## src/rtl/zx_pkg.sv

```systemverilog
// zx_pkg: shared constants and bank tables for the ZX Spectrum memory mapper
package zx_pkg;
  localparam int MODE_48K   = 0;
  localparam int MODE_128K  = 1;
  localparam int MODE_PLUS3 = 2;
  localparam logic [15:0] FE_MASK          = 16'h0001;
  localparam logic [15:0] FE_MATCH         = 16'h0000;
  localparam logic [15:0] P7FFD_128_MASK   = 16'h8002;
  localparam logic [15:0] P7FFD_128_MATCH  = 16'h0000;
  localparam logic [15:0] P7FFD_P3_MASK    = 16'hC002;
  localparam logic [15:0] P7FFD_P3_MATCH   = 16'h4000;
  localparam logic [15:0] P1FFD_MASK       = 16'hF002;
  localparam logic [15:0] P1FFD_MATCH      = 16'h1000;
  localparam logic [2:0] BANK_SCREEN = 3'd5;
  localparam logic [2:0] BANK_MID    = 3'd2;
  localparam logic [2:0] BANK_SHADOW = 3'd7;
  // Octal digits list the banks for seg 3..0, most significant first
  function automatic logic [11:0] special_table(input logic [1:0] cfg);
    return cfg == 2'd0 ? 12'o3210 : cfg == 2'd1 ? 12'o7654 : cfg == 2'd2 ? 12'o3654 : 12'o3674;
  endfunction
  function automatic logic [2:0] special_bank(input logic [1:0] cfg, input logic [1:0] seg);
    logic [11:0] t;
    t = special_table(cfg);
    return t[int'(seg) * 3 +: 3];
  endfunction
endpackage

```

## src/rtl/zx_io_strobe.sv

```systemverilog
// zx_io_strobe: one-cycle write strobe per CPU IO write cycle
module zx_io_strobe (
  input  logic clk,
  input  logic reset_n,
  input  logic n_iorq,
  input  logic n_wr,
  output logic strobe
);
  logic iowr, iowr_d, iowr_q;
  always_comb begin
    iowr = !n_iorq && !n_wr;
    iowr_d = iowr;
    strobe = iowr && !iowr_q;
  end
  always_ff @(posedge clk)
    iowr_q <= reset_n ? iowr_d : 1'b0;
endmodule

```

## src/rtl/zx_mem_mapper.sv

```systemverilog
// zx_mem_mapper: CPU/loader to banked RAM/ROM mapper with 48K, 128K and +2A/+3 paging
module zx_mem_mapper
  import zx_pkg::*;
#(
  parameter int MODE      = 1,
  parameter int RAM_BANKS = 8,
  parameter int BANK_W    = 3,
  parameter int ROM_BANKS = 2
) (
  input  logic                 clk,
  input  logic                 reset_n,
  input  logic [15:0]          cpu_addr,
  input  logic [7:0]           cpu_dout,
  input  logic                 n_mreq,
  input  logic                 n_iorq,
  input  logic                 n_wr,
  input  logic                 ld_active,
  input  logic [14+BANK_W-1:0] ld_addr,
  input  logic                 ld_we,
  output logic                 mem_rom,
  output logic [BANK_W-1:0]    mem_bank,
  output logic [13:0]          mem_offset,
  output logic                 mem_we,
  output logic [BANK_W-1:0]    scr_bank,
  output logic [2:0]           border,
  output logic                 mic,
  output logic                 ear,
  output logic                 paging_locked
);
  localparam logic [1:0] ROM_MASK = 2'(ROM_BANKS - 1);
  logic strobe, port_wr, lock, special, rom3;
  logic hit_fe, hit_7ffd, hit_1ffd;
  logic [5:0] p7ffd_q, p7ffd_d;
  logic [2:0] p1ffd_q, p1ffd_d;
  logic [4:0] fe_q, fe_d;
  logic [1:0] seg, rom_idx;
  logic [2:0] bank3;
  logic unused_ok;
  zx_io_strobe u_strobe (
    .clk(clk),
    .reset_n(reset_n),
    .n_iorq(n_iorq),
    .n_wr(n_wr),
    .strobe(strobe)
  );
  always_comb begin
    lock = p7ffd_q[5];
    port_wr = strobe && !ld_active;
    hit_fe = (cpu_addr & FE_MASK) == FE_MATCH;
    hit_7ffd = MODE == MODE_128K ? (cpu_addr & P7FFD_128_MASK) == P7FFD_128_MATCH :
               MODE == MODE_PLUS3 ? (cpu_addr & P7FFD_P3_MASK) == P7FFD_P3_MATCH : 1'b0;
    hit_1ffd = MODE == MODE_PLUS3 && (cpu_addr & P1FFD_MASK) == P1FFD_MATCH;
    fe_d = port_wr && hit_fe ? cpu_dout[4:0] : fe_q;
    p7ffd_d = port_wr && hit_7ffd && !lock ? cpu_dout[5:0] : p7ffd_q;
    p1ffd_d = port_wr && hit_1ffd && !lock ? cpu_dout[2:0] : p1ffd_q;
    seg = cpu_addr[15:14];
    rom_idx = MODE == MODE_48K ? 2'd0 : {p1ffd_q[2], p7ffd_q[4]} & ROM_MASK;
    special = MODE == MODE_PLUS3 && p1ffd_q[0];
    rom3 = !special && seg == 2'd0;
    bank3 = special ? special_bank(p1ffd_q[2:1], seg) :
            seg == 2'd0 ? {1'b0, rom_idx} :
            seg == 2'd1 ? BANK_SCREEN :
            seg == 2'd2 ? BANK_MID :
            MODE == MODE_48K ? 3'd0 : p7ffd_q[2:0];
    mem_rom = !ld_active && rom3;
    {mem_bank, mem_offset} = ld_active ? ld_addr : {BANK_W'(bank3), cpu_addr[13:0]};
    mem_we = ld_active ? ld_we : !n_mreq && !n_wr && !rom3;
    scr_bank = BANK_W'(MODE != MODE_48K && p7ffd_q[3] ? BANK_SHADOW : BANK_SCREEN);
    border = fe_q[2:0];
    mic = fe_q[3];
    ear = fe_q[4];
    paging_locked = lock;
    unused_ok = &{1'b0, cpu_dout[7:6], RAM_BANKS == (1 << BANK_W)};
  end
  always_ff @(posedge clk)
    if (!reset_n) begin
      p7ffd_q <= '0;
      p1ffd_q <= '0;
      fe_q <= '0;
    end else begin
      p7ffd_q <= p7ffd_d;
      p1ffd_q <= p1ffd_d;
      fe_q <= fe_d;
    end
endmodule

```

## config.mk

```make
export PLATFORM = sky130hd
export DESIGN_NAME = zx_mem_mapper
export DESIGN_NICKNAME = d
export VERILOG_FILES = /design/src/rtl/zx_pkg.sv /design/src/rtl/zx_io_strobe.sv /design/src/rtl/zx_mem_mapper.sv
export SDC_FILE = /design/constraint.sdc
export NUM_CORES = 1
export LEC_CHECK = 0
export BUFFER_PORTS_ARGS = -buffer_cell sky130_fd_sc_hd__buf_2
export CORE_MARGIN = 10
export CORE_UTILIZATION = 37
export DETAILED_ROUTE_END_ITERATION = 8
export HOLD_SLACK_MARGIN = 0.06
export PLACE_DENSITY = 0.85
export SYNTH_ARGS = -nofsm -noshare
export SYNTH_HDL_FRONTEND = slang
export SYNTH_SLANG_ARGS = --single-unit
```

## constraint.sdc

```tcl
create_clock -name clk -period 2.8 [get_ports clk]
set_input_delay 0.42 -clock clk [delete_from_list [all_inputs] [get_ports clk]]
set_output_delay 0.42 -clock clk [all_outputs]
set_load 0.01 [all_outputs]
```

==> results.rst <==
.. list-table::
   :header-rows: 1

   * - Metric
     - Value
   * - Fraction of final layout cells with drive strength greater than 1
     - 59.6%
   * - Post-CTS setup-driven buffer insertion count
     - 0
   * - Data required time of the critical path
     - 2.95 ns
   * - Synthesized-area fraction occupied by xor and xnor cells
     - 0%
   * - Vias
     - 803
   * - Cell breakdown of the critical path
     - buf_2 > or4_4 > or4_1 > mux2i_1
   * - GRT Overall Usage
     - between 10% and 20%
   * - Worst IR drop on VDD
     - 0.000322 V
   * - Register bit total from synthesis
     - 12
   * - Vias in the first global route
     - 865
   * - Pin count of the biggest net entering global routing
     - 25
   * - Sequential cell area fraction in the yosys report
     - 32.8%
   * - Number of remaining DRC errors
     - 0
   * - Port bufs
     - between 70 and 80
   * - Most frequently used cell type in the post-synthesis netlist
     - sky130_fd_sc_hd__nand2_1
   * - Post-Place Worst Slack
     - 0.650 ns
   * - Max_cap viols
     - 0
   * - Cell taking the most area after synthesis
     - sky130_fd_sc_hd__dfxtp_1
   * - Number of iterations in the first detailed-routing pass
     - 4
   * - Drt total wl
     - 2750 um
   * - Global-route wire length before repair
     - 4170 um
   * - Least-Margin Pin Slew
     - 0.603 ns
   * - Number of placed I/O pins
     - 76
   * - Post-route clock period utilization
     - 67.0%
   * - Layout Area Growth over Synthesis
     - 51.3%
   * - Number of warnings printed during yosys synthesis
     - 0
   * - Row count
     - 16
   * - Cell types with the highest counts after synthesis
     - sky130_fd_sc_hd__nand2_1 (21), sky130_fd_sc_hd__mux2_2 (14), sky130_fd_sc_hd__dfxtp_1 (12)
   * - Run status
     - finished, final reports clean
   * - Data arrival at the endpoint of the critical path
     - 2.03 ns
   * - Total CTS buffers
     - 3
   * - Clock slew seen by the registers of the worst setup and hold paths
     - about 0.070 ns
   * - Share of the synthesized area in the top cell type
     - 32.8%
   * - Final count of hold timing violations
     - 0
   * - Area share of fa/ha/maj cells after synthesis
     - 0%
   * - Antenna violations before repair
     - 0
   * - Antenna viol nets, final
     - 0
   * - Die Area
     - 0.00416 mm2
   * - Clock root cell
     - sky130_fd_sc_hd__clkbuf_4
   * - Routed WL per cell
     - 15.5 um
   * - Overall overflow remaining after global route
     - 0
   * - CORE AREA
     - 0.00192 mm2
   * - Power density over the cells
     - 380 mW/mm2
   * - Clock tree from TritonCTS
     - done
   * - Class of the tightest hold or removal check
     - input pin to flip-flop
   * - Avg Cell Area, Syn
     - 8.71 um2
   * - Distinct cell type count after synthesis
     - 20
   * - Maximum root-to-sink buffer count
     - 2
   * - RSZ-0062 raised after global routing
     - false
   * - Max Transition Viols Final
     - 0
   * - Worst slew margin relative to its limit
     - between 50% and 60%
   * - Fraction of the mapped netlist area in compound gates
     - under 10%
   * - Number of synthesized flops with an enable pin
     - 0
   * - Gates resized, CTS repair
     - 0
   * - Gp weighted congestion
     - 0.843
   * - Simple-gate area share of the yosys netlist
     - between 15 and 20%
   * - Dominant combinational cell family by area after synthesis
     - multiplexers
   * - Max FO, Critical Path
     - 24
   * - Biggest area contributors in the synthesized netlist
     - sky130_fd_sc_hd__dfxtp_1 (33%), sky130_fd_sc_hd__mux2_2 (22%), sky130_fd_sc_hd__mux2i_1 (14%), sky130_fd_sc_hd__nand2_1 (11%), sky130_fd_sc_hd__o21ai_0 (3.4%)
   * - Post-synthesis async set-or-reset flop share
     - 0%
   * - Highest attainable clock frequency
     - 533 MHz
   * - TritonCTS Sinks
     - 12
   * - Vertical die dimension
     - ~64 um
   * - Critical Path End Type
     - flip-flop
   * - Clock period minus final worst setup slack
     - 1.88 ns
   * - Post-route cell area
     - 0.00111 mm2
   * - Hold buffers post-CTS
     - 0
   * - Fraction of synthesized area in multiplexers
     - 35.2%
   * - Count of final setup violators
     - 0
   * - Critical-path cell with the highest stage delay
     - sky130_fd_sc_hd__or4_1
   * - H-tree level count
     - 1
   * - Cell area after synthesis
     - 732 um2
   * - Accumulated negative setup slack
     - 0 ns
   * - Diode insertion count for antenna repair
     - 0
   * - Cell count after synthesis
     - between 80 and 90
   * - Slowest stage delay, CP
     - roughly 0.6 ns
   * - DR vias/cell
     - about 4.5
   * - Count of routing violations after the opening detailed-route iteration
     - 42
   * - X dimension of the die
     - 64.5 um
   * - Placed Area
     - 0.00107 mm2
   * - Starting utilization of the core area
     - 38.1%
   * - Final critical-path setup slack
     - between 0.9 and 1 ns
   * - NumNets Final
     - 200
   * - Leakage dissipation
     - roughly 0.60 nW
   * - Setup CP Type
     - input pin to flip-flop
   * - Kind of launch point of the worst setup path
     - input pin
   * - Clock Skews
     - 0.00141 ns
   * - Detailed placement HPWL
     - about 2300 um
   * - Main flop type after synthesis
     - sky130_fd_sc_hd__dfxtp_1
   * - Clock network latency to the later pin of the worst-skew pair
     - 0.27 ns
-- path summary, 6_finish.rpt --
kind,startpoint,end,slack (ns),cells after the start
min,n_iorq,u_strobe.iowr_q$_SDFF_PN0_,0.32,2
min reg2reg,fe_q[2]$_SDFFE_PN0P_,fe_q[2]$_SDFFE_PN0P_,0.46,2
max,ld_active,p7ffd_q[2]$_SDFFE_PN0P_,0.92,4
max reg2reg,u_strobe.iowr_q$_SDFF_PN0_,p7ffd_q[2]$_SDFFE_PN0P_,1.20,3
-- placed cells by master, fill, tap and decap left out, types with 2 or more instances in the layout --
cell type / count
sky130_fd_sc_hd__buf_2: 71
sky130_fd_sc_hd__clkbuf_4: 3
sky130_fd_sc_hd__conb_1: 2
sky130_fd_sc_hd__dfxtp_1: 12
sky130_fd_sc_hd__inv_1: 2
sky130_fd_sc_hd__mux2_2: 14
sky130_fd_sc_hd__mux2i_1: 10
sky130_fd_sc_hd__nand2_1: 21
sky130_fd_sc_hd__nor2_1: 2
sky130_fd_sc_hd__o21ai_0: 5
-- cells by family after synthesis --
family                 count (synthesis)
AND/OR/NAND/NOR                       28
multiplexers                          24
flip-flops                            12
buffers and inverters                 11
AO/OA/AOI/OAI                          8
other                                  1
-- power by group --
part | total [mW] | switching (mW) | internal [mW]
clock | 0.135 | 0.0557 | 0.0790
sequential | 0.175 | 0.00136 | 0.174
combinational | 0.111 | 0.0530 | 0.0581
-- layer usage --
metal / up-vias / global-route usage, % / share of wire, %
li1: 416 / - / -
met1: 354 / 12.3 / 36
met2: 29 / 22.0 / 55
met3: 4 / 5.84 / 8.3
met4: 0 / 4.01 / 0.84
met5: - / 0 / 0
-- registers in the layout, summed over array words and instances, names as in the netlist --
register	flops
p7ffd_q	6
fe_q	5
u_strobe.iowr_q	1
-- metrics by stage --
stage | std cells | hold WS [ns] | power, mW | utilization (%)
2_1_floorplan | 85 | 0.434 | 0.236 | -
3_3_place_gp | 174 | 0.441 | 0.287 | 55.7
3_5_place_dp | 174 | 0.449 | 0.290 | 55.7
4_1_cts | 178 | 0.312 | 0.427 | 57.6
5_1_grt | 178 | 0.309 | 0.448 | 57.6
6_report | 178 | 0.318 | 0.421 | 57.6
-- worst max-delay path, delay by kind of cell --
family / cells / cell delay (ns)
buf+inv: 1 / 0.24
mux: 1 / 0.18
simple gates: 2 / 1.18
-- layout make-up --
| cell class | instances | area [um2] |
|---|---|---|
| fillers | 184 | 815 |
| multi-input cells | 62 | 434 |
| repair buffers | 71 | 355 |
| flip-flops and latches | 12 | 240 |
| clock buffers | 4 | 36.3 |
| well taps | 27 | 33.8 |
| inverters | 2 | 7.51 |
No activity file was read; power rests on OpenSTA's default activity.
